File: src/rtl/sequential_divider_if.sv
// Divider request/result bundle between the control FSM (master) and the divider (slave).
// Carries no state and adds no latency.
// Backpressure: none. The master watches busy/done and the divider ignores start while busy.
// Optional macro: DIVIDER_ZERO_CHECK_EN adds the div_zero result flag.
interface sequential_divider_if #(
    parameter int N = 8
);
    logic         start;
    logic [N-1:0] dividend;
    logic [N-1:0] divisor;
    logic         busy;
    logic         done;
    logic [N-1:0] quotient;
    logic [N-1:0] remainder;
`ifdef DIVIDER_ZERO_CHECK_EN
    logic         div_zero;
`endif

    modport master (
        output start, dividend, divisor,
        input  busy, done, quotient, remainder
`ifdef DIVIDER_ZERO_CHECK_EN
        , input div_zero
`endif
    );

    modport slave (
        input  start, dividend, divisor,
        output busy, done, quotient, remainder
`ifdef DIVIDER_ZERO_CHECK_EN
        , output div_zero
`endif
    );
endinterface

File: src/rtl/sequential_divider.sv
// Unsigned restoring divider that produces one quotient bit per clock from one N+1-bit trial subtraction.
// Latency: start accepted at edge k, busy is high for cycles k+1..k+N, and done pulses in cycle k+N+1.
// Backpressure: start is ignored while busy. Start in the DONE cycle is accepted back-to-back.
// Optional macro: DIVIDER_ZERO_CHECK_EN short-circuits a zero divisor to DONE and flags div_zero.
module sequential_divider #(
    parameter int N = 8
) (
    input  logic                 clk,
    input  logic                 rst_n,
    sequential_divider_if.slave  bus
);
    localparam int CW = (N > 1) ? $clog2(N) : 1;
    localparam logic [CW-1:0] LAST = CW'(N - 1);

    typedef enum logic [1:0] {
        S_IDLE,
        S_RUN,
        S_DONE
    } state_t;

    state_t         state_q;
    logic [N-1:0]   q_q;        // dividend shifting out MSB-first, quotient bits shifting in
    logic [N-1:0]   d_q;        // latched divisor
    logic [N-1:0]   r_q;        // partial remainder; always < divisor after restore, so N bits suffice
    logic [CW-1:0]  count_q;
    logic           busy_q;
    logic           done_q;
    logic [N-1:0]   quot_q;
    logic [N-1:0]   rem_q;
`ifdef DIVIDER_ZERO_CHECK_EN
    logic           dz_q;
`endif

    logic [N:0]     shift_r;
    logic [N:0]     trial;
    logic           fits;
    logic [N-1:0]   r_d;
    logic [N-1:0]   q_d;

    // One restoring step: shift in the next dividend bit, then keep the difference only if it did not borrow.
    always_comb begin
        shift_r = {r_q, q_q[N-1]};
        trial   = shift_r - {1'b0, d_q};
        fits    = ~trial[N];
        r_d     = fits ? trial[N-1:0] : shift_r[N-1:0];
        q_d     = {q_q[N-2:0], fits};
    end

    // Control FSM, iteration datapath and registered result outputs.
    always_ff @(posedge clk or negedge rst_n) begin
        if (!rst_n) begin
            state_q <= S_IDLE;
            q_q     <= '0;
            d_q     <= '0;
            r_q     <= '0;
            count_q <= '0;
            busy_q  <= 1'b0;
            done_q  <= 1'b0;
            quot_q  <= '0;
            rem_q   <= '0;
`ifdef DIVIDER_ZERO_CHECK_EN
            dz_q    <= 1'b0;
`endif
        end else begin
            case (state_q)
                S_IDLE, S_DONE: begin
                    state_q <= S_IDLE;
                    done_q  <= 1'b0;
                    if (bus.start) begin
                        q_q     <= bus.dividend;
                        d_q     <= bus.divisor;
                        r_q     <= '0;
                        count_q <= '0;
`ifdef DIVIDER_ZERO_CHECK_EN
                        dz_q    <= 1'b0;
                        if (bus.divisor == '0) begin
                            // Answer immediately with the same result the full iteration would give.
                            state_q <= S_DONE;
                            done_q  <= 1'b1;
                            quot_q  <= '1;
                            rem_q   <= bus.dividend;
                            dz_q    <= 1'b1;
                        end else begin
                            state_q <= S_RUN;
                            busy_q  <= 1'b1;
                        end
`else
                        state_q <= S_RUN;
                        busy_q  <= 1'b1;
`endif
                    end
                end
                S_RUN: begin
                    q_q     <= q_d;
                    r_q     <= r_d;
                    count_q <= count_q + CW'(1);
                    if (count_q == LAST) begin
                        state_q <= S_DONE;
                        busy_q  <= 1'b0;
                        done_q  <= 1'b1;
                        quot_q  <= q_d;
                        rem_q   <= r_d;
                    end
                end
                default: state_q <= S_IDLE;
            endcase
        end
    end

    assign bus.busy      = busy_q;
    assign bus.done      = done_q;
    assign bus.quotient  = quot_q;
    assign bus.remainder = rem_q;
`ifdef DIVIDER_ZERO_CHECK_EN
    assign bus.div_zero  = dz_q;
`endif
endmodule

File: src/flat_wrapper.sv
// flat-port wrapper written by rule: the top's interface ports become plain ports
module sequential_divider_flat 
#(
    parameter int N = 8
)
  (clk, rst_n, bus_start, bus_dividend, bus_divisor, bus_busy, bus_done, bus_quotient, bus_remainder);
  sequential_divider_if #(.N(N)) bus_i ();
  input  logic clk;
  input  logic rst_n;
  input wire logic [$bits(bus_i.start)-1:0] bus_start;
  input wire logic [$bits(bus_i.dividend)-1:0] bus_dividend;
  input wire logic [$bits(bus_i.divisor)-1:0] bus_divisor;
  output wire logic [$bits(bus_i.busy)-1:0] bus_busy;
  output wire logic [$bits(bus_i.done)-1:0] bus_done;
  output wire logic [$bits(bus_i.quotient)-1:0] bus_quotient;
  output wire logic [$bits(bus_i.remainder)-1:0] bus_remainder;
  assign bus_i.start = bus_start;
  assign bus_i.dividend = bus_dividend;
  assign bus_i.divisor = bus_divisor;
  assign bus_busy = bus_i.busy;
  assign bus_done = bus_i.done;
  assign bus_quotient = bus_i.quotient;
  assign bus_remainder = bus_i.remainder;
  sequential_divider #(.N(N)) u_core (.clk(clk), .rst_n(rst_n), .bus(bus_i));
endmodule
File: config.mk
export PLATFORM = sky130hd
export DESIGN_NAME = sequential_divider_flat
export DESIGN_NICKNAME = d
export VERILOG_FILES = /design/src/rtl/sequential_divider_if.sv /design/src/rtl/sequential_divider.sv /design/src/flat_wrapper.sv
export SDC_FILE = /design/constraint.sdc
export NUM_CORES = 1
export LEC_CHECK = 0
export BUFFER_PORTS_ARGS = -buffer_cell sky130_fd_sc_hd__buf_2
export CAP_MARGIN = 25
export CORE_ASPECT_RATIO = 1.5
export CORE_UTILIZATION = 30
export CTS_BUF_LIST = sky130_fd_sc_hd__clkbuf_8 sky130_fd_sc_hd__clkbuf_16
export CTS_CLUSTER_DIAMETER = 60
export CTS_CLUSTER_SIZE = 24
export DETAILED_ROUTE_END_ITERATION = 6
export PLACE_DENSITY = 0.57
export SYNTH_ARGS = -nofsm -noshare
export SYNTH_HDL_FRONTEND = slang
export SYNTH_SLANG_ARGS = --single-unit
export TNS_END_PERCENT = 5
File: constraint.sdc
create_clock -name clk -period 4.5 [get_ports clk]
set_input_delay 0.225 -clock clk [delete_from_list [all_inputs] [get_ports clk]]
set_output_delay 0.225 -clock clk [all_outputs]
set_load 0.01 [all_outputs]
==> results.md, run 1 <==
- Outcome: completed
- Hpwl dp: between 3 and 4 mm
- Layout cells sized above 1: between 20% and 30%
- Placer Congestion: 0.8131
- Initial antenna violation count: 0
- Clock transition at path regs: ~0.060 ns
- Worst min-delay path class: in -> reg
- Global-route wire length before repair: 8.763 mm
- Wire per inst: around 14 um
- Final #Nets: 298
- Core Rows: 39
- Total gr overflow: 0
- Vias: 1,772
- Die ar.: 8172 um^2
- 1st-pass router iterations: 4
- Critical path required time: 4.70 ns
- Commonest non-fill, non-tap cells in the layout: dfrtp_1 (47), nand2_1 (44), buf_2 (36), nor2_1 (16), o21ai_0 (15)
- Pins Over Slew Limit: 0
- Initial Util: a little under a third
- Clock insertion delay at the later pin of the skew report: 0.29 ns
- Detail-routed via count per cell: 4.776
- # diodes: 0
- Final Hold Vio Count: 0
- Crit-path most repeated cell: inv_1
- Root buffer cell: clkbuf_16
- Via count of the first global-routing pass: about 1,800
- P_leak: 1.311 nW
- Post-synth EDFFs: 0
- Clock tree buffer depth: 2
- Final setup fails: 0
- Drt total wl: 5.139 mm
- Synth Cell Area: approximately 2300 um^2
- Most common cell after layout, fill and taps aside: dfrtp_1
- Finished Cell Area: 2809 um^2
- I/O pin count: 37
- Pin count of the biggest net entering global routing: 29
- DRT iter0 DRCs: 74
- Syn avg cell area: 10.18 um^2
- Arr. time, crit path: approximately 2.9 ns
- FMAX: approximately 370 MHz
- Cells after Synth: 230
- CTS tree: built
- Clock Skew: 0.006631 ns
- Area Overhead vs Synth: 19.93%
- Max_cap viols: 0
- Post-synth cell types: 43
- Die X-Extent: 74.15 um
- CP Capture Type: flip-flop
- Ys flop type: dfrtp_1
- VDD IR max: ~0.35 mV
- Total GRT Usage: 14.17%
- Post-cts sizing count: 0
- Post-DP Area: 2643 um^2
- Rel. slew slack: 43.11%
- Crit-path slowest cell: a311oi_4
- Residual DRC count: 0
- Syn Nets: 260
- Flops & latches, synth: 47
- Clk sink count: 47
- CP Cell Sequence: inv_1 -> ha_1 -> inv_1 -> fa_1 -> a211oi_4 -> o211ai_2 -> a311oi_4 -> mux2_4 -> o21ai_1
- Fin Setup TNS: 0 ns
- Port Buf Inserts: 36
- Synth async-reset ratio: 100.0%
- Critical-path maximum fanout: 7
- Fillers: approximately 800
- Fin crit period: around 2.7 ns
- Post-route ant nets: 0
- Core footprint: between 7000 and 8000 um^2
- Peak per-stage delay on the critical path: 0.58 ns
- Post-CTS Hold Fix Bufs: 1
- CTS HTree Levels: 2
- Buffer count from post-CTS setup fixing: 0
- Sequential area share after synthesis: 50.21%
- CP bufs+invs: 2
- Die Span Y: roughly 110 um
- Power per cell area: about 940 nW/um^2
- RSZ-0062 raised after global routing: no
- Worst Tran Pin Value: 0.8534 ns
- Yosys warnings: 0
- Kind of critical path: reg -> reg
- Tcrit/Tclk final: 59.67%
- Startpoint Class: flip-flop
- CTS Buf Count: 5
- Crit path max-delay family: compound AO/OA/AOI/OAI gates
-- report_power, final --
part	total (mW)	internal [mW]	switching [mW]
registers	0.775	0.641	0.134
logic	1.50	0.651	0.845
clock network	0.360	0.203	0.157
total	2.63	1.50	1.14
-- kinds of logic after synthesis --
group	after synthesis	share of synthesized area [%]
adder cells (fa/ha/maj)	11	6.197
buffers and inverters	22	3.579
multiplexers	15	7.212
AND/OR/NAND/NOR	75	13.84
XOR/XNOR	4	1.496
flip-flops	47	50.21
AO/OA/AOI/OAI	56	17.47
-- sequential cells by signal, summed over array words and instances, names as in the netlist --
register	flops
u_core.r_q	8
u_core.d_q	8
u_core.count_q	3
u_core.bus.quotient	8
u_core.bus.remainder	8
u_core.bus.busy	1
u_core.q_q	8
u_core.bus.done	1
u_core.state_q	2
-- Yosys cell counts, types with 2 or more instances --
library cell	instances	share of area [%]
o21ai_0	15	3.2
a211oi_1	3	0.96
a31oi_1	3	0.80
o21ai_2	2	0.75
nor2_1	16	2.6
a21oi_1	2	0.43
nand3_1	3	0.64
xor2_1	3	1.1
nand2_1	44	7.1
mux2_4	2	1.3
inv_1	13	2.1
mux2_2	7	3.4
a21oi_2	2	0.75
a22o_1	2	0.75
clkbuf_1	8	1.3
mux2i_1	6	2.6
o211ai_2	2	1.1
dfrtp_1	47	50
o21ai_1	9	1.9
o22ai_1	5	1.3
nor2b_1	2	0.53
nand2b_1	4	1.1
ha_1	10	5.3
-- worst paths after layout --
path / cells past startpoint / from / end / slack [ns]
max: 9 / u_core.q_q[7] / u_core.bus.remainder[5] / 1.81
min: 3 / bus_divisor[7] / u_core.d_q[7] / 0.14
max reg2reg: 9 / u_core.q_q[7] / u_core.bus.remainder[5] / 1.81
min reg2reg: 2 / u_core.bus.remainder[4] / u_core.bus.remainder[4] / 0.48
max in group asynchronous: 3 / rst_n / u_core.d_q[0] / 3.56
min in group asynchronous: 2 / rst_n / u_core.d_q[7] / 0.43
-- area by class of cell --
type / count / area (um^2) / area share [%]
flip-flops and latches: 47 / 1176 / 41.87
multi-input cells: 161 / 1082 / 38.53
repair buffers: 40 / 232.7 / 8.285
well taps: 102 / 127.6 / 4.543
clock buffers: 5 / 125.1 / 4.454
inverters: 13 / 48.80 / 1.737
clock inverters: 3 / 16.27 / 0.5791
-- routing by layer --
metal	up-vias	global-route usage [%]	share of wire, %
li1	874	-	-
met1	856	17.79	45
met2	35	23.57	49
met3	7	3.364	4.2
met4	0	4.808	1.3
met5	-	0	0
-- per-stage QoR --
stage | util, % | hold WS (ns) | std cells | total power [mW] | setup slack [ns]
finish | 36.90 | 0.1409 | 371 | 2.631 | 1.815
global route | 36.90 | 0.1575 | 371 | 2.884 | 1.626
CTS | 36.70 | 0.1387 | 370 | 2.662 | 1.776
detailed placement | 34.71 | 0.2136 | 361 | 2.289 | 1.808
global placement | 34.45 | 0.4366 | 360 | 2.256 | 1.870
floorplan | - | -0.07059 | 230 | 1.920 | 2.088
-- worst min-delay path: stages --
cell and delay, ns:
buf_2 0.08, nand2_1 0.03, o21ai_0 0.05
(Power assumes the default switching activity.)
==> inputs of run 2 (changes only) <==
==> constraint.sdc (replaced) <==
create_clock -name clk -period 2.7 [get_ports clk]
set_input_delay 0.135 -clock clk [delete_from_list [all_inputs] [get_ports clk]]
set_output_delay 0.135 -clock clk [all_outputs]
set_load 0.01 [all_outputs]
==> results.md, run 2 (synthesized netlist as in run 1, its figures left out) <==
- Outcome: completed
- Clock tree buffer depth: 2 (unchanged)
- Residual DRC count: 0 (unchanged)
- Vias: 1,759 (-0.73%)
- Total GRT Usage: 13.95% (-0.21 points)
- Global-route wire length before repair: 8.659 mm (-1.2%)
- DRT iter0 DRCs: 66 (-11%)
- Peak per-stage delay on the critical path: 0.44 ns (-0.14 ns)
- CP Cell Sequence: inv_1 -> ha_1 -> inv_1 -> fa_2 -> a211oi_4 -> o211ai_2 -> a311o_1 -> mux2_4 -> o21ai_2
- Fin Setup TNS: 0 ns (unchanged)
- Worst min-delay path class: in -> reg
- Placer Congestion: 0.7773 (-4.4%)
- CTS tree: built
- I/O pin count: 37 (unchanged)
- CTS HTree Levels: 2 (unchanged)
- Wire per inst: 14.08 um (+1.6%)
- Core footprint: 7612 um^2 (unchanged)
- Overall power: 4.479 mW (+70%)
- Die ar.: 8172 um^2 (unchanged)
- Post-route ant nets: 0 (unchanged)
- Root buffer cell: clkbuf_16
- Area Overhead vs Synth: 20.78%
- PnR worst setup slack: 0.2015 ns (-1.613 ns)
- Fillers: 781 (-1.8%)
- Detail-routed via count per cell: 4.703 (-1.5%)
- Hpwl dp: 3.704 mm (+0.68%)
- Kind of critical path: reg -> reg
- CTS Buf Count: 5 (unchanged)
- VDD IR max: 0.6989 mV (+100%)
- 1st-pass router iterations: 4 (unchanged)
- Critical path required time: 2.91 ns (-1.79 ns)
- Critical-path maximum fanout: 6 (-1)
- Total gr overflow: 0 (unchanged)
- Die Span Y: 110.2 um (unchanged)
- Die X-Extent: 74.15 um (unchanged)
- CP Capture Type: flip-flop
- Max_cap viols: 0 (unchanged)
- Final setup fails: 0 (unchanged)
- FMAX: 400.2 MHz (+7.5%)
- Non-filler cells, final: 374 (+0.81%)
- Startpoint Class: flip-flop
- Arr. time, crit path: 2.71 ns (-0.18 ns)
- Worst Tran Pin Value: 0.8690 ns (+0.01565 ns)
- Post-Place Cells: 364 (+0.83%)
- P_leak: 1.326 nW (+1.1%)
- Clock transition at path regs: 0.07 ns (about the same)
- Layout cells sized above 1: 25.74% (+1.6 points)
- Tcrit/Tclk final: 92.54% (+33 points)
- Clk sink count: 47 (unchanged)
- Via count of the first global-routing pass: 1,749 (-3.8%)
- RSZ-0062 raised after global routing: no
- Core Rows: 39 (unchanged)
- Commonest non-fill, non-tap cells in the layout: dfrtp_1 (47), nand2_1 (44), buf_2 (36), nor2_1 (16), o21ai_0 (15)
- Most common cell after layout, fill and taps aside: dfrtp_1
- Power per cell area: 1583 nW/um^2 (+69%)
- Clock Skew: 0.005261 ns (-0.001370 ns)
- Fin crit period: 2.498 ns (-0.1867 ns)
- Final #Nets: 301 (+1.0%)
- Pin count of the biggest net entering global routing: 28 (-3.4%)
- Port Buf Inserts: 36 (unchanged)
- Crit-path slowest cell: a311o_1
- Final Hold Vio Count: 0 (unchanged)
- # diodes: 0 (unchanged)
- Clock insertion delay at the later pin of the skew report: 0.28 ns (about the same)
- Rel. slew slack: 41.85% (-1.3 points)
- Initial antenna violation count: 0 (unchanged)
- Pre-CTS setup slack: 0.1547 ns (-1.653 ns)
- Crit-path most repeated cell: inv_1
- Drt total wl: 5.266 mm (+2.5%)
- Initial Util: 30.77% (unchanged)
- Pins Over Slew Limit: 0 (unchanged)
==> run 2: power breakdown <==
part / internal, mW / switching, mW
Combinational: 1.15 / 1.43
Clock: 0.338 / 0.266
Sequential: 1.07 / 0.224
==> run 2: critical path: cells and delay by family (launching register included) <==
| family | cells | cell delay [ns] |
|---|---|---|
| buffers and inverters | 2 | 0.12 |
| DFF | 1 | 0.37 |
| adders and majority gates | 2 | 0.53 |
| muxes | 1 | 0.35 |
| AOI/OAI and AO/OA | 4 | 1.05 |
==> run 2: area by class of cell <==
type | instances | area (um^2) | area share [%]
sequential | 47 | 1176 | 41.57
inverter | 13 | 48.80 | 1.725
timing repair buffer | 43 | 251.5 | 8.890
clock inverter | 3 | 15.01 | 0.5307
multi-input combinational | 161 | 1085 | 38.35
tap | 102 | 127.6 | 4.511
clock buffer | 5 | 125.1 | 4.423
==> run 2: final timing paths <==
check,cells after the start,end,slack [ns],start
worst max-delay path,9,u_core.bus.remainder[0],0.20,u_core.q_q[7]
worst min-delay path,3,u_core.d_q[6],0.05,bus_divisor[6]
worst max register to register,9,u_core.bus.remainder[0],0.20,u_core.q_q[7]
worst min register to register,2,u_core.bus.done,0.48,u_core.bus.done
max in group asynchronous,3,u_core.bus.remainder[0],1.81,rst_n
min in group asynchronous,2,u_core.d_q[6],0.36,rst_n
==> run 2: through the flow <==
step / area, um^2 / hold slack, ns / utilization [%]
2_1_floorplan: 2342 / -0.1606 / -
3_3_place_gp: 2645 / 0.3456 / 34.75
6_report: 2829 / 0.05068 / 37.16
5_1_grt: 2829 / 0.06656 / 37.16
3_5_place_dp: 2665 / 0.1391 / 35.01
4_1_cts: 2815 / 0.04916 / 36.98
==> run 2: per-layer routing <==
layer | vias up | wire length [um] | global-route usage (%)
li1 | 878 | - | -
met1 | 835 | 2469 | 18.62
met2 | 36 | 2523 | 22.60
met3 | 10 | 170 | 2.727
met4 | 0 | 104 | 4.258
met5 | - | 0 | 0
==> run 2: repair_timing <==
action / 4_1_cts / 5_1_grt
endpoints found under the hold margin: 20 / 0
endpoints found under the setup margin: 0 / 3
hold buffers: 1 / 0
buffers inserted: 0 / 1
resized for setup: 0 / 2
==> inputs of run 3 (changes only) <==
--- a/config.mk
+++ b/config.mk
@@ -5,15 +5,15 @@
 export SDC_FILE = /design/constraint.sdc
 export NUM_CORES = 1
 export LEC_CHECK = 0
-export BUFFER_PORTS_ARGS = -buffer_cell sky130_fd_sc_hd__buf_2
 export CAP_MARGIN = 25
 export CORE_ASPECT_RATIO = 1.5
-export CORE_UTILIZATION = 30
+export CORE_UTILIZATION = 45
 export CTS_BUF_LIST = sky130_fd_sc_hd__clkbuf_8 sky130_fd_sc_hd__clkbuf_16
 export CTS_CLUSTER_DIAMETER = 60
 export CTS_CLUSTER_SIZE = 24
 export DETAILED_ROUTE_END_ITERATION = 6
-export PLACE_DENSITY = 0.57
+export DONT_BUFFER_PORTS = 1
+export PLACE_DENSITY = 0.69
 export SYNTH_ARGS = -nofsm -noshare
 export SYNTH_HDL_FRONTEND = slang
 export SYNTH_SLANG_ARGS = --single-unit
==> results.md, run 3 (synthesized netlist as in run 1, its figures left out) <==
- Clock Skew: 0.005079 ns (-0.0001822 ns)
- Drt total wl: 5.047 mm (-4.2%)
- I/O pin count: 37 (unchanged)
- Crit-path most repeated cell: inv_1
- Final setup fails: 0 (unchanged)
- Power per cell area: 1582 nW/um^2 (about the same)
- Pin count of the biggest net entering global routing: 48 (+71%)
- Tcrit/Tclk final: 93.51% (+0.97 points)
- DRT iter0 DRCs: 56 (-15%)
- Total gr overflow: 0 (unchanged)
- Switching share of power: 44.10% (+1.3 points)
- Detail-routed via count per cell: 5.497 (+17%)
- Psw: 1.877 mW (-2.1%)
- Core Rows: 31 (-21%)
- Post-Place Cells: 292 (-20%)
- RSZ-0062 raised after global routing: no
- Placer Congestion: 0.7747 (-0.33%)
- Worst Tran Pin Value: 0.8222 ns (-0.04678 ns)
- Critical-path maximum fanout: 4 (-2)
- Die Span Y: 90.36 um (-18%)
- Area Overhead vs Synth: 14.90%
- P_leak: 1.219 nW (-8.1%)
- Post-route ant nets: 0 (unchanged)
- Post-layout util: 54.64% (+17 points)
- Combinational share of power: 56.7% (-1.0 points)
- Non-filler cells, final: 314 (-16%)
- Clk sink count: 47 (unchanged)
- Rel. slew slack: 44.98% (+3.1 points)
- Kind of critical path: reg -> reg
- CTS Buf Count: 5 (unchanged)
- Outcome: completed
- 1st-pass router iterations: 4 (unchanged)
- Final Hold Vio Count: 0 (unchanged)
- Residual DRC count: 0 (unchanged)
- Clock transition at path regs: 0.08 ns (about the same)
- CP Capture Type: flip-flop
- Peak per-stage delay on the critical path: 0.38 ns (-0.06 ns)
- Hold slack: 0.005900 ns (-0.04478 ns)
- Max_cap viols: 0 (unchanged)
- Worst min-delay path class: in -> reg
- Crit-path slowest cell: dfrtp_1
- FMAX: 396.1 MHz (-1.0%)
- Clk pwr share: 10.9% (-2.6 points)
- Startpoint Class: flip-flop
- CTS HTree Levels: 2 (unchanged)
- Total GRT Usage: 20.94% (+7.0 points)
- VDD IR max: 0.6498 mV (-7.0%)
- Commonest non-fill, non-tap cells in the layout: dfrtp_1 (47), nand2_1 (44), nor2_1 (16), o21ai_0 (15), inv_1 (14)
- Arr. time, crit path: 2.71 ns (about the same)
- Internal power: 2.380 mW (-7.1%)
- Core footprint: 4926 um^2 (-35%)
- Pins Over Slew Limit: 0 (unchanged)
- Final #Nets: 277 (-8.0%)
- Initial Util: 47.55% (+17 points)
- Crit path max-delay family: compound AO/OA/AOI/OAI gates
- Layout cells sized above 1: 13.31% (-12 points)
- Most common cell after layout, fill and taps aside: dfrtp_1
- Die ar.: 5503 um^2 (-33%)
- Fin crit period: 2.525 ns (+0.02625 ns)
- Root buffer cell: clkbuf_8
- Initial antenna violation count: 0 (unchanged)
- Via count of the first global-routing pass: 1,866 (+6.7%)
- Port Buf Inserts: 0 (-100%)
- Hpwl dp: 3.514 mm (-5.1%)
- Fin Setup TNS: 0 ns (unchanged)
- Die X-Extent: 60.91 um (-18%)
- Vias: 1,726 (-1.9%)
- Global-route wire length before repair: 8.507 mm (-1.8%)
- Clock insertion delay at the later pin of the skew report: 0.30 ns (+0.02 ns)
- Critical path required time: 2.89 ns (-0.02 ns)
- Wire per inst: 16.07 um (+14%)
- CTS tree: built
- CP Cell Sequence: inv_1 -> ha_1 -> inv_1 -> fa_2 -> a211oi_4 -> o211ai_2 -> a311oi_4 -> buf_4 -> mux2i_1 -> o21ai_1
- Clock tree buffer depth: 2 (unchanged)
- # diodes: 0 (unchanged)
- CP bufs+invs: 3 (+1)
- Seq pwr share: 32.4% (+3.6 points)
[run 3: repair_timing]
| item | CTS | global route |
|---|---|---|
| resized for setup | 0 | 2 |
| setup endpoints to repair | 0 | 1 |
| hold buffers | 14 | 0 |
| hold endpoints to repair | 59 | 0 |
| buffers inserted | 0 | 0 |
[run 3: power by group through the flow]
stage / Combinational (mW) / Sequential [mW] / Clock (mW)
after floorplan: 1.89 / 1.31 / 0
after global placement: 2.29 / 1.39 / 0
after detailed placement: 2.35 / 1.40 / 0
after CTS: 2.41 / 1.39 / 0.475
after global routing: 2.69 / 1.43 / 0.503
final: 2.41 / 1.38 / 0.463
[run 3: path summary, 6_finish.rpt]
kind                              startpoint                      end  slack, ns  cells after the start
max in group asynchronous              rst_n   u_core.bus.quotient[2]       2.15                      2
min in group asynchronous              rst_n  u_core.bus.remainder[5]       0.33                      2
setup reg to reg               u_core.q_q[7]  u_core.bus.remainder[2]       0.18                     10
hold / removal               bus_dividend[6]            u_core.q_q[6]      0.006                      2
setup / recovery               u_core.q_q[7]  u_core.bus.remainder[2]       0.18                     10
hold reg to reg            u_core.count_q[0]        u_core.count_q[0]       0.50                      1
[run 3: final cells by class]
class / instances / area (um^2)
repair buffers: 19 / 198.9
inverters: 13 / 48.80
clock inverters: 1 / 3.754
flip-flops and latches: 47 / 1176
clock buffers: 7 / 96.34
fillers: 458 / 2235
multi-input cells: 161 / 1085
well taps: 66 / 82.58
[run 3: layer usage]
| layer | track usage, % | vias to the layer above | share of wire [%] | routed length, um |
|---|---|---|---|---|
| met4 | 7.576 | 0 | 1.6 | 82 |
| met5 | 0 | - | 0 | 0 |
| met1 | 25.05 | 861 | 41 | 2061 |
| li1 | - | 829 | - | - |
| met2 | 35.99 | 30 | 54 | 2721 |
| met3 | 4.011 | 6 | 3.6 | 181 |
[run 3: per-stage QoR]
stage	setup slack (ns)	power (mW)	area, um^2
after floorplan	0.2875	3.200	2342
after global placement	0.2442	3.676	2427
after detailed placement	0.1281	3.753	2427
after CTS	0.1116	4.270	2685
after global routing	0.04612	4.623	2691
final	0.1753	4.257	2691
[run 3: worst register-to-register path, stage by stage, from the launching register on]
cell and delay, ns:
dfrtp_1 0.38, inv_1 0.07, ha_1 0.16, inv_1 0.06
fa_2 0.37, a211oi_4 0.32, o211ai_2 0.17, a311oi_4 0.31
buf_4 0.18, mux2i_1 0.28, o21ai_1 0.11
